$ cat src/rtl/mode_pkg.sv
// Shared constants, state encoding and helpers for the keypad/display mode sequencer.
package mode_pkg;

  localparam logic [3:0] KEY_CLR   = 4'd10;
  localparam logic [3:0] KEY_LAP   = 4'd11;
  localparam logic [3:0] KEY_PAUSE = 4'd12;
  localparam logic [3:0] KEY_RUN   = 4'd13;
  localparam logic [3:0] KEY_OPA   = 4'd14;
  localparam logic [3:0] KEY_OPB   = 4'd15;

  localparam logic [3:0] DIG_MINUS = 4'd10;
  localparam logic [3:0] DIG_BLANK = 4'd11;

  localparam logic [31:0] MAX_SHOW = 32'd9999;

  localparam logic [1:0] CMD_RUN   = 2'd0;
  localparam logic [1:0] CMD_HOLD  = 2'd1;
  localparam logic [1:0] CMD_CLEAR = 2'd2;

  // Index of the last of the 14 shift steps in the converter.
  localparam logic [3:0] CONV_LAST = 4'd13;

  typedef enum logic [2:0] {
    SW_RUN,
    SW_PAUSE,
    SW_LAP,
    CALC_ENTER,
    CALC_SHOW
  } mode_state_t;

  function automatic logic [13:0] saturate_show(input logic [31:0] value);
    if (value > MAX_SHOW) return 14'd9999;
    return value[13:0];
  endfunction

endpackage

$ cat src/rtl/bcd_seq_conv.sv
// Sequential 14-bit double-dabble: one add-3/shift step per cycle, 14 busy cycles.
module bcd_seq_conv
  import mode_pkg::*;
(
  input  logic        clk,
  input  logic        rst,
  input  logic        start,
  input  logic        abort,
  input  logic [13:0] bin,
  output logic        busy,
  output logic        done,
  output logic [15:0] bcd
);

  // Handshake: start is accepted only on a cycle with busy=0; done is high during the
  // final busy cycle and bcd is valid only while done=1; abort drops busy without done.
  logic [13:0] sh_q;
  logic [15:0] acc_q;
  logic [15:0] acc_adj;
  logic [15:0] acc_next;
  logic [3:0]  cnt_q;
  logic        busy_q;

  always_comb begin
    acc_adj = acc_q;
    for (int i = 0; i < 4; i++) begin
      if (acc_q[4*i +: 4] >= 4'd5) acc_adj[4*i +: 4] = acc_q[4*i +: 4] + 4'd3;
    end
    acc_next = {acc_adj[14:0], sh_q[13]};
  end

  assign busy = busy_q;
  assign done = busy_q && (cnt_q == CONV_LAST) && !abort;
  assign bcd  = acc_next;

  always_ff @(posedge clk) begin
    if (rst) begin
      busy_q <= 1'b0;
      cnt_q  <= 4'd0;
      sh_q   <= 14'd0;
      acc_q  <= 16'd0;
    end else if (abort) begin
      busy_q <= 1'b0;
      cnt_q  <= 4'd0;
    end else if (busy_q) begin
      acc_q <= acc_next;
      sh_q  <= {sh_q[12:0], 1'b0};
      cnt_q <= cnt_q + 4'd1;
      if (cnt_q == CONV_LAST) busy_q <= 1'b0;
    end else if (start) begin
      busy_q <= 1'b1;
      sh_q   <= bin;
      acc_q  <= 16'd0;
      cnt_q  <= 4'd0;
    end
  end

endmodule

$ cat src/rtl/mode_sequencer.sv
// Keypad-driven mode sequencer: stopwatch/calculator ownership and 4-digit display feed.
module mode_sequencer
  import mode_pkg::*;
(
  input  logic        clk,
  input  logic        rst,
  input  logic [3:0]  key_code,
  input  logic        key_valid,
  input  logic [31:0] sw_seconds,
  input  logic [31:0] calc_answer,
  input  logic        calc_neg,
  output logic [1:0]  sw_cmd,
  output logic        calc_mode,
  output logic        calc_key_valid,
  output logic [3:0]  digit3,
  output logic [3:0]  digit2,
  output logic [3:0]  digit1,
  output logic [3:0]  digit0,
  output logic        conv_busy
);

  mode_state_t state;
  mode_state_t next_state;
  logic [1:0]  sw_cmd_next;
  logic        clr_hit;
  logic [31:0] lap_q;
  logic [31:0] src_value;
  logic [31:0] calc_mod;
  logic        src_neg;
  logic        neg_q;
  logic [13:0] conv_bin;
  logic        conv_start;
  logic        conv_abort;
  logic        conv_done;
  logic [15:0] conv_bcd;

  always_ff @(posedge clk) begin
    if (rst) state <= SW_PAUSE;
    else     state <= next_state;
  end

  always_comb begin
    next_state = state;
    clr_hit    = 1'b0;
    case (state)
      SW_RUN, SW_PAUSE, SW_LAP: begin
        if (key_valid) begin
          case (key_code)
            KEY_RUN:          next_state = SW_RUN;
            KEY_PAUSE:        next_state = SW_PAUSE;
            KEY_LAP:          next_state = SW_LAP;
            KEY_CLR: begin
              next_state = SW_PAUSE;
              clr_hit    = 1'b1;
            end
            KEY_OPA, KEY_OPB: next_state = CALC_ENTER;
            default:          next_state = state;
          endcase
        end
      end
      CALC_ENTER: next_state = CALC_SHOW;
      CALC_SHOW: begin
        if (key_valid && key_code == KEY_RUN) next_state = SW_PAUSE;
      end
      default: next_state = SW_PAUSE;
    endcase

    sw_cmd_next = ((next_state == SW_RUN) || (next_state == SW_LAP)) ? CMD_RUN : CMD_HOLD;
    if (clr_hit) sw_cmd_next = CMD_CLEAR;
  end

  assign calc_mode = (state == CALC_ENTER) || (state == CALC_SHOW);

  always_ff @(posedge clk) begin
    if (rst) begin
      sw_cmd         <= CMD_CLEAR;
      calc_key_valid <= 1'b0;
      lap_q          <= 32'd0;
    end else begin
      sw_cmd         <= sw_cmd_next;
      calc_key_valid <= key_valid && (calc_mode || key_code == KEY_OPA || key_code == KEY_OPB);
      if (next_state == SW_LAP && state != SW_LAP) lap_q <= sw_seconds;
    end
  end

  // Negative results show only the last two magnitude digits, so convert mod 100 instead.
  always_comb begin
    src_value = sw_seconds;
    src_neg   = 1'b0;
    case (state)
      SW_LAP:    src_value = lap_q;
      CALC_SHOW: begin
        src_value = calc_answer;
        src_neg   = calc_neg;
      end
      default:   src_value = sw_seconds;
    endcase
    calc_mod = calc_answer % 32'd100;
    conv_bin = src_neg ? calc_mod[13:0] : saturate_show(src_value);
  end

  assign conv_abort = (next_state == CALC_ENTER);
  assign conv_start = !conv_busy && (state != CALC_ENTER) && (next_state != CALC_ENTER);

  bcd_seq_conv u_conv (
    .clk   (clk),
    .rst   (rst),
    .start (conv_start),
    .abort (conv_abort),
    .bin   (conv_bin),
    .busy  (conv_busy),
    .done  (conv_done),
    .bcd   (conv_bcd)
  );

  always_ff @(posedge clk) begin
    if (rst) neg_q <= 1'b0;
    else if (conv_start) neg_q <= src_neg;
  end

  // Entering CALC_ENTER blanks the display and outranks a coincident completion.
  always_ff @(posedge clk) begin
    if (rst) begin
      {digit3, digit2, digit1, digit0} <= 16'h0000;
    end else if (conv_abort) begin
      {digit3, digit2, digit1, digit0} <= {DIG_BLANK, DIG_BLANK, DIG_BLANK, DIG_BLANK};
    end else if (conv_done) begin
      if (neg_q) {digit3, digit2, digit1, digit0} <= {DIG_BLANK, DIG_MINUS, conv_bcd[7:0]};
      else       {digit3, digit2, digit1, digit0} <= conv_bcd;
    end
  end

endmodule

$ cat config.mk
export PLATFORM = sky130hd
export DESIGN_NAME = mode_sequencer
export DESIGN_NICKNAME = d
export VERILOG_FILES = /design/src/rtl/mode_pkg.sv /design/src/rtl/bcd_seq_conv.sv /design/src/rtl/mode_sequencer.sv
export SDC_FILE = /design/constraint.sdc
export NUM_CORES = 1
export LEC_CHECK = 0
export BUFFER_PORTS_ARGS = -buffer_cell sky130_fd_sc_hd__buf_2
export CAP_MARGIN = 5
export CORE_UTILIZATION = 65
export CTS_CLUSTER_DIAMETER = 40
export DETAILED_ROUTE_END_ITERATION = 6
export PLACE_DENSITY = 0.84
export SLEW_MARGIN = 25
export SYNTH_ARGS = -nofsm -noshare
export SYNTH_HDL_FRONTEND = slang
export SYNTH_HIERARCHICAL = 1
export SYNTH_SLANG_ARGS = --single-unit
$ cat constraint.sdc
create_clock -name clk -period 43.3 [get_ports clk]
set_clock_uncertainty 0.15 [all_clocks]
set_input_delay 2.165 -clock clk [delete_from_list [all_inputs] [get_ports clk]]
set_output_delay 2.165 -clock clk [all_outputs]
set_load 0.03 [all_outputs]
==> results of run 1 <==
## cell usage in the layout, fill, tap and decap left out, types with 14 or more instances in the layout
cell | synthesis | layout
nor4_1 | 26 | 26
o211ai_1 | 22 | 22
o21ai_1 | 24 | 24
nand4_1 | 20 | 20
inv_1 | 50 | 50
and3_1 | 18 | 18
dfxtp_1 | 90 | 90
mux2i_1 | 72 | 72
xnor2_1 | 35 | 34
o22ai_1 | 20 | 20
nand2b_1 | 23 | 23
a22o_1 | 14 | 14
o21ai_0 | 82 | 82
a22oi_1 | 14 | 14
a211oi_1 | 19 | 19
nor3_1 | 43 | 43
buf_2 | 16 | 92
a21o_1 | 14 | 14
nand2_1 | 117 | 117
a21oi_1 | 93 | 93
a31oi_1 | 28 | 28
nor2_1 | 156 | 156
nand3_1 | 57 | 57
## routing by layer
layer	up-vias	share of wire
li1	6126	-
met1	6086	0.45
met2	538	0.46
met3	74	0.064
met4	2	0.027
met5	-	0.00036
## synth_stat cells (all sizes together) (11+ instances only)
cell and count:
nor2 165, nand2 121, o21ai 114, a21oi 106
dfxtp 90, mux2i 72, nand3 59, buf 58
inv 53, nor3 48, xnor2 46, clkbuf 35
a211oi 31, a31oi 29, nor4 29, o211ai 24
nand2b 23, a21o 21, and3 21, o22ai 21
nand4 20, o31ai 20, or2 20, and2 19
a2111oi 18, a22oi 17, a22o 15, or3 14
nor2b 13, nor3b 12, o221ai 12, o311ai 12
xor2 12, a21boi 11, a311oi 11, mux2 11
o31a 11
## flip-flops by register name, summed over array words and instances (netlist names)
name and count:
digit1 4, digit0 4, u_conv/acc_q 16, calc_key_valid 1, digit2 4, u_conv/cnt_q 4
u_conv/busy 1, neg_q 1, state 3, digit3 4, lap_q 32, u_conv/sh_q 14
sw_cmd 2
## cells by family after synthesis
family | synth area share
buffers and inverters | 0.0796
XOR/XNOR | 0.0549
AO/OA/AOI/OAI | 0.381
adder cells (fa/ha/maj) | 0.0135
multiplexers | 0.0684
flip-flops | 0.145
AND/OR/NAND/NOR | 0.258
## through the flow
stage,instances,instance area (um^2)
global route,1840,12800
CTS,1836,12800
detailed placement,1820,12500
finish,1841,12800
global placement,1820,12500
floorplan,1585,12500
## worst max-delay path: cells and delay by family
kind / cells / cell delay (ns)
AO/OA/AOI/OAI: 36 / 10.51
AND/OR/NAND/NOR: 17 / 4.87
multiplexers: 5 / 1.77
XOR/XNOR: 3 / 1.18
buffers and inverters: 2 / 0.68
## final timing paths
path,from,end,slack [ns],depth (start not counted)
setup reg to reg,state[2],u_conv/acc_q[1],39.02,12
setup / recovery,calc_answer[31],u_conv/sh_q[4],22.10,63
hold reg to reg,u_conv/acc_q[13],u_conv/acc_q[13],0.33,1
hold / removal,u_conv/acc_q[13],u_conv/acc_q[13],0.33,1
## layout make-up
cell class	instances	area (um^2)
multi-input combinational	1340	9680
fill	1556	5920
sequential	90	1800
timing repair buffer	97	498
tap	234	293
clock buffer	11	253
inverter	59	226
clock inverter	5	83.8
antenna	5	12.5
==> metrics, run 1 <==
global-route wire length before repair 55000 um; Die Height 140 um; Most common cell on crit path nor2_1; core area 18800 um^2; IO buf count 92; WL/cell 18.1 um; Placer Congestion 0.984; TritonCTS buffer count 9; outcome finished, violations left; Synth area leader dfxtp_1; Synth Area per Inst 7.86 um^2; top cell type's share of synthesized area 0.145; number of synthesized register bits 90; top post-synthesis cells by area dfxtp_1, mux2i_1, nor2_1; Post-DP HPWL 24500 um; crit start category input pin; Area Growth Syn to Fin 3.12%; First-pass DRT Iterations 7; RSZ-0062 raised after global routing no; CTS tree done; Util after Layout 0.684; Die Footprint 19700 um^2; grt ovf 0; Req. time, crit path 43.33 ns; Tmin final 21.20 ns; initial antenna violation count 6; Max-Cap Viols 0; M1 GR Usage 0.452; fmax 47.2 MHz; Hold Fails Final Rpt 0; Core Rows 50; CP arrival 21.23 ns; Worst Hold Class reg -> reg; failing checks DRC; Initial Utilization 0.664; asr flop ratio synth 0; Via Count 12800; PostCTS Resize Cnt 0; kind of critical path in -> reg; Worst-Margin Slew 0.996 ns; # IOs 93; Die W 140 um; clk sink count 90; vias in the first global route 11300; slowest CP cell a211oi_2; sequential area share after synthesis 0.145; Post-Route WL 33400 um; Max clock buf depth 2; setup TNS after final layout 0 ns; Min Hold Slack 0.328 ns; vias per cell 6.97; Tot GR Track Use 0.328; slowest stage delay, CP 0.78 ns; Post-Synthesis Cell Area 12500 um^2; final setup fails 0; slew margin rel. 0.336; # nets final 1679; number of synthesized flops with an enable pin 0; synth unique cells 162; Warnings, synthesis 6; H-tree depth 3; crit path capture type register; Skew-Pair Late Insertion Delay 0.34 ns; syn nets 1667; Worst Path Max Fanout 30; Post-CTS Setup Repair Bufs 0; Root Buffer clkbuf_16; M3 GR Usage 0.0356; post-route ant nets 0; dpl ws 22.20 ns; Synth Flop Type dfxtp_1; Max Slew Vio Count 0; # DRC 1; layout cell share with drive strength beyond 1 0.194; clk slew on worst S/H paths 0.06 ns; gr busiest metal met2; met2 Use GR 0.533; Final WS setup 22.10 ns; Synth Instances 1585; Iter 0 DRT Violations 1173; largest net degree at the start of global routing 77; final period utilization 0.489; Post-CTS Hold Buffers 0
Power of run 1 is left out: the tool's default activity adds up to more than one toggle a clock period on the data nets, which glitch-free logic cannot reach.
==> inputs of run 2 (changes only) <==
--- a/config.mk
+++ b/config.mk
@@ -7,10 +7,10 @@
 export LEC_CHECK = 0
 export BUFFER_PORTS_ARGS = -buffer_cell sky130_fd_sc_hd__buf_2
 export CAP_MARGIN = 5
-export CORE_UTILIZATION = 65
+export CORE_UTILIZATION = 63
 export CTS_CLUSTER_DIAMETER = 40
 export DETAILED_ROUTE_END_ITERATION = 6
-export PLACE_DENSITY = 0.84
+export PLACE_DENSITY = 0.82
 export SLEW_MARGIN = 25
 export SYNTH_ARGS = -nofsm -noshare
 export SYNTH_HDL_FRONTEND = slang
==> constraint.sdc (replaced) <==
create_clock -name clk -period 20.5 [get_ports clk]
set_clock_uncertainty 0.15 [all_clocks]
set_input_delay 1.025 -clock clk [delete_from_list [all_inputs] [get_ports clk]]
set_output_delay 1.025 -clock clk [all_outputs]
set_load 0.03 [all_outputs]
==> run 2 against run 1 <==
  * The flow still finishes with violations (DRC)
  * Cell count increased by 1.6%
  * Global-route usage shrank 0.29 points
  * Routed wire length up 2.1%
  * Flip-flop and latch count unchanged
  * Core utilization shrank 1.7 points
  * Critical path depth up 1
  * Non-clock buffer count up 4
  * Final area increased by 0.72%
  * Critical path type unchanged
  * Largest cell class unchanged
  * Highest routed layer unchanged
==> metrics, run 2 (same netlist as run 1, synthesis figures left out) <==
hold_sp u_conv/acc_q[13] (unchanged); Max-Cap Viols 0 (unchanged); global-route wire length before repair 55400 um (was 55000 um); Root Buffer clkbuf_16 (unchanged); Via Count 12900 (was 12800); failing checks DRC (unchanged); clk slew on worst S/H paths 0.06 ns (about the same); TritonCTS buffer count 9 (unchanged); CP arrival 19.36 ns (was 21.23 ns); hold depth 1 (unchanged); max reg flops 32 (unchanged); vias in the first global route 11400 (was 11300); # IOs 93 (unchanged); fmax 51.9 MHz; # DRC 4 (was 1); post-route ant nets 0 (unchanged); Max clock buf depth 2 (unchanged); Post-DP HPWL 25000 um (was 24500 um); Largest regs lap_q: 32 flops, u_conv/acc_q: 16 flops, u_conv/sh_q: 14 flops (unchanged); Post-Route WL 34100 um (was 33400 um); layout cell share with drive strength beyond 1 0.198 (was 0.194); fillcell total 1661 (was 1556); setup TNS after final layout 0 ns (unchanged); Tot GR Track Use 0.325 (was 0.328); critical path's top delay family compound AO/OA/AOI/OAI gates (unchanged); initial antenna violation count 3 (was 6); CTS tree done (unchanged); Initial Utilization 0.642 (was 0.664); Worst Hold Endpoint u_conv/acc_q[13] (unchanged); Tmin final 19.27 ns; Post-CTS Hold Buffers 0 (unchanged); slowest stage delay, CP 0.62 ns (was 0.78 ns); Die Height 143 um (was 140 um); clk sink count 90 (unchanged); Req. time, crit path 20.59 ns (was 43.33 ns); final period utilization 0.940; Reg area 1800 um^2 (unchanged); Reg-to-Reg End u_conv/acc_q[4] (was u_conv/acc_q[1]); vias per cell 6.88 (was 6.97); commonest non-fill, non-tap cell in the layout nor2_1 (unchanged); WL/cell 18.2 um (was 18.1 um); Worst Path Buf+Inv 2 (unchanged); area of the multi-input gates 9750 um^2 (was 9680 um^2); slowest CP cell a2111oi_4 (was a211oi_2); R2R Setup Slk 15.91 ns (was 39.02 ns); slew margin rel. 0.354 (was 0.336); Worst Path Max Fanout 30 (unchanged); Biggest register lap_q (unchanged); # nets final 1683 (was 1679); final setup fails 0 (unchanged); Core Rows 51 (was 50); kind of critical path in -> reg (unchanged); Worst Reg2Reg Path Length in Cells 12 (unchanged); outcome finished, violations left (unchanged); Skew-Pair Late Insertion Delay 0.34 ns (about the same); First-pass DRT Iterations 7 (unchanged); IO buf count 92 (unchanged); H-tree depth 3 (unchanged); RSZ-0062 raised after global routing no (unchanged); Iter 0 DRT Violations 931 (was 1173); crit start category input pin (unchanged); Die W 143 um (was 140 um); grt ovf 0 (unchanged); Max Slew Vio Count 0 (unchanged); Worst R2R Start state[2] (unchanged); cell depth of the worst setup path 64 (was 63); Area Growth Syn to Fin 3.87% (was 3.12%); core area 19400 um^2 (was 18800 um^2); Hold Fails Final Rpt 0 (unchanged); most frequent cells in the layout nor2_1, nand2_1, a21oi_1, buf_2, dfxtp_1 (was nor2_1, nand2_1, a21oi_1); largest net degree at the start of global routing 77 (unchanged); crit path capture type register (unchanged); Worst Hold Class reg -> reg (unchanged); Placer Congestion 0.960 (was 0.984); Worst-Margin Slew 0.970 ns (was 0.996 ns); Die Footprint 20300 um^2 (was 19700 um^2); Most common cell on crit path nor2_1 (unchanged)
## run 2: cell types whose count changed in the layout (fill, tap and decap cells not counted), sizes merged
| cell | before | now |
|---|---|---|
| inv | 54 | 53 |
| buf | 97 | 101 |
| clkinvlp | 2 | 0 |
| bufinv | 2 | 0 |
| diode | 5 | 1 |
| clkinv | 6 | 10 |
## run 2: worst register-to-register path: cells and delay by family, from the launching register on
family	cells	cell delay [ns]
and+or+nand+nor	6	2.61
AOI/OAI and AO/OA	5	0.85
buffers and inverters	1	0.47
DFF	1	0.39
## run 2: metal layers
metal | global-route usage | vias to the layer above | wire length, um
li1 | - | 6146 | -
met1 | 0.441 | 6065 | 15000
met2 | 0.528 | 567 | 15700
met3 | 0.0456 | 98 | 2370
met4 | 0.107 | 4 | 1050
met5 | 0 | - | 22
## run 2: through the flow
stage	worst slack, ns	util	hold WS, ns	area [um^2]	instances
after floorplan	3.69	-	0.292	12500	1585
after global placement	0.941	0.646	0.310	12500	1851
after detailed placement	0.419	0.646	0.311	12500	1851
after CTS	0.660	0.660	0.332	12800	1866
after global routing	0.000901	0.667	0.342	12900	1870
final	1.23	0.667	0.330	12900	1871
## run 2: cell type report
class                   instances  area share
clock buffers                  11      0.0195
repair buffers                101      0.0418
well taps                     265      0.0256
flip-flops and latches         90       0.139
multi-input cells            1340       0.754
diodes                          1    0.000193
inverters                      59      0.0175
clock inverters                 4     0.00213
## run 2: worst max-delay path by stage
stage	from	to	slack, ns
3_3_place_gp	calc_answer[31]	u_conv/sh_q[3]	0.94
6_report	calc_answer[31]	u_conv/sh_q[3]	1.23
2_1_floorplan	calc_answer[28]	u_conv/sh_q[3]	3.69
5_1_grt	calc_answer[31]	u_conv/sh_q[2]	0.0009
4_1_cts	calc_answer[31]	u_conv/sh_q[2]	0.66
3_5_place_dp	calc_answer[31]	u_conv/sh_q[2]	0.42
## run 2: what timing repair did
item / 4_1_cts / 5_1_grt
buffers inserted: 0 / 4
setup endpoints to repair: 0 / 5
hold endpoints to repair: 0 / 0
gates resized for setup: 0 / 12
Power of run 2 is left out for the same reason.
==> inputs of run 3 (changes only) <==
--- a/config.mk
+++ b/config.mk
@@ -5,9 +5,10 @@
 export SDC_FILE = /design/constraint.sdc
 export NUM_CORES = 1
 export LEC_CHECK = 0
+export ABC_AREA = 1
 export BUFFER_PORTS_ARGS = -buffer_cell sky130_fd_sc_hd__buf_2
 export CAP_MARGIN = 5
-export CORE_UTILIZATION = 63
+export CORE_UTILIZATION = 62
 export CTS_CLUSTER_DIAMETER = 40
 export DETAILED_ROUTE_END_ITERATION = 6
 export PLACE_DENSITY = 0.82
==> run 3 against run 2 <==
  * Routed wire length is 30% lower
  * Register-to-register slack better by 0.42 ns
  * Worst setup slack better by 6.1 ns
  * Flip-flop and latch count stayed put
  * The flow now finishes without violations
  * Highest routed layer is now met4
  * Critical path depth is 52 higher
  * Synthesized cell count is 2.7% lower
  * Via count is 21% lower
  * Critical path type unchanged
  * Final area is 16% lower
  * Maximum frequency is 46% higher
  * Global-route usage is 3.4 points lower
==> metrics, run 3 <==
outcome complete, no violations (was finished, violations left); slowest stage delay, CP 0.25 ns (was 0.62 ns); Tmin final 13.22 ns (was 19.27 ns); final period utilization 0.645 (was 0.940); crit path capture type register (unchanged); asr flop ratio synth 0 (unchanged); vias in the first global route 9129 (was 11400); Post-CTS Hold Buffers 0 (unchanged); Synth Flop Type dfxtp_1 (unchanged); Worst Path Max Fanout 7 (was 30); Worst Hold Class reg -> reg (unchanged); layout cell share with drive strength beyond 1 0.280 (was 0.198); commonest non-fill, non-tap cell in the layout nand2_1 (was nor2_1); most frequent cells in the layout nand2_1, inv_1, nor2_1 (was nor2_1, nand2_1, a21oi_1, buf_2, dfxtp_1); largest net degree at the start of global routing 47 (was 77); global-route wire length before repair 40200 um (was 55400 um); core area 15400 um^2 (was 19400 um^2); final setup fails 0 (unchanged); max reg flops 32 (unchanged); Req. time, crit path 20.63 ns (was 20.59 ns); Tot GR Track Use 0.291 (was 0.325); initial antenna violation count 0 (was 3); First-pass DRT Iterations 6 (was 7); # nets final 1700 (was 1683); area of the multi-input gates 7160 um^2 (was 9750 um^2); slew margin rel. 0.305 (was 0.354); vias per cell 5.54 (was 6.88); Synth Instances 1542 (was 1585); clk sink count 90 (unchanged); Largest regs lap_q: 32 flops, u_conv/acc_q: 16 flops, u_conv/sh_q: 14 flops (unchanged); fmax 75.7 MHz (was 51.9 MHz); number of synthesized register bits 90 (unchanged); Placer Congestion 0.942 (was 0.960); # DRC 0 (was 4); Synth area leader dfxtp_1 (unchanged); Iter 0 DRT Violations 761 (was 931); Core Rows 45 (was 51); CTS tree done (unchanged); crit start category input pin (unchanged); Post-Synthesis Cell Area 9930 um^2 (was 12500 um^2); Max Slew Vio Count 0 (unchanged); number of synthesized flops with an enable pin 0 (unchanged); fillcell total 1355 (was 1661); Hold Fails Final Rpt 0 (unchanged); Reg area 1800 um^2 (unchanged); post-route ant nets 0 (unchanged); H-tree depth 3 (unchanged); Die W 129 um (was 143 um); CP arrival 13.35 ns (was 19.36 ns); Biggest register lap_q (unchanged); Warnings, synthesis 6 (unchanged); top post-synthesis cells by area dfxtp_1, nand2_1, nand2_2 (was dfxtp_1, mux2i_1, nor2_1); Most common cell on crit path nand2_2 (was nor2_1); Initial Utilization 0.644 (was 0.642); Root Buffer clkbuf_16 (unchanged); PostCTS Resize Cnt 0 (unchanged); Max clock buf depth 2 (unchanged); kind of critical path in -> reg (unchanged); # IOs 93 (unchanged); TritonCTS buffer count 9 (unchanged); Area Growth Syn to Fin 9.37% (was 3.87%); Max-Cap Viols 0 (unchanged); Post-Route WL 23800 um (was 34100 um); syn nets 1624 (was 1667); IO buf count 92 (unchanged); grt ovf 0 (unchanged); setup TNS after final layout 0 ns (unchanged); Via Count 10200 (was 12900); sequential area share after synthesis 0.181 (was 0.145); RSZ-0062 raised after global routing no (unchanged); Die Height 129 um (was 143 um); WL/cell 13.0 um (was 18.2 um); clk slew on worst S/H paths 0.07 ns (was 0.06 ns); synth unique cells 68 (was 162); top cell type's share of synthesized area 0.181 (was 0.145); Skew-Pair Late Insertion Delay 0.35 ns (was 0.34 ns); most frequent cell after synthesis nand2_1 (was nor2_1); slowest CP cell xor2_4 (was a2111oi_4); synth cell count leaders nand2_1, inv_1, nor2_1 (was nor2_1, nand2_1, a21oi_1); Synth Area per Inst 6.44 um^2 (was 7.86 um^2); Post-CTS Setup Repair Bufs 0 (unchanged); Post-DP HPWL 18100 um (was 25000 um); Die Footprint 16500 um^2 (was 20300 um^2); Worst-Margin Slew 1.04 ns (was 0.970 ns)
run 3: changes by cell type after synthesis, moves of 27 or more:
cell,previous run,this run
nand3_2,0,39
nand2_1,117,374
nor3_1,43,8
inv_1,50,149
a21oi_1,93,50
nand2_4,3,62
xnor2_1,35,2
mux2i_1,72,0
nand3_1,57,121
nand4_1,20,47
nand2_2,1,113
inv_2,1,31
nor2_1,156,127
run 3: metal layers:
metal / global-route usage / vias to the layer above / share of wire
li1: - / 5216 / -
met1: 0.375 / 4627 / 0.46
met2: 0.504 / 287 / 0.47
met3: 0.0416 / 39 / 0.051
met4: 0.0817 / 0 / 0.019
met5: 0 / - / 0
run 3: worst max-delay path, delay by kind of cell:
family | cells | cell delay [ns]
AND/OR/NAND/NOR | 97 | 9.71
AO/OA/AOI/OAI | 6 | 1.06
buffers and inverters | 11 | 0.99
XOR/XNOR | 2 | 0.45
run 3: through the flow:
step | cell area [um^2] | cells | utilization | hold WS (ns) | setup WS [ns]
2_1_floorplan | 9930 | 1542 | - | 0.280 | 8.65
3_3_place_gp | 10500 | 1818 | 0.683 | 0.299 | 7.39
3_5_place_dp | 10500 | 1818 | 0.683 | 0.299 | 7.05
4_1_cts | 10900 | 1834 | 0.704 | 0.311 | 7.34
5_1_grt | 10900 | 1834 | 0.704 | 0.339 | 5.71
6_report | 10900 | 1835 | 0.704 | 0.310 | 7.28
run 3: final cells by class:
class	instances	share of cell area
inverter	197	0.0762
antenna	1	0.000230
timing repair buffer	95	0.0444
tap	211	0.0243
multi-input combinational	1225	0.659
sequential	90	0.166
clock buffer	10	0.0211
clock inverter	6	0.00887
run 3: path summary, 6_finish.rpt:
kind	start	endpoint	slack, ns	depth (start not counted)
max	calc_answer[27]	u_conv/sh_q[2]	7.28	116
min	digit0[2]	digit0[2]	0.31	2
max reg2reg	state[0]	digit3[0]	16.33	13
min reg2reg	digit0[2]	digit0[2]	0.31	2
run 3: cells by family (layout without fill, tap and decap cells):
family / Yosys count / count (layout) / share of synthesized area
XOR/XNOR: 16 / 16 / 0.0160
AO/OA/AOI/OAI: 229 / 229 / 0.143
flip-flops: 90 / 90 / 0.181
other: 0 / 1 / 0
AND/OR/NAND/NOR: 970 / 970 / 0.548
buffers and inverters: 227 / 308 / 0.0989
adder cells (fa/ha/maj): 10 / 10 / 0.0126
Power of run 3 is left out for the same reason.
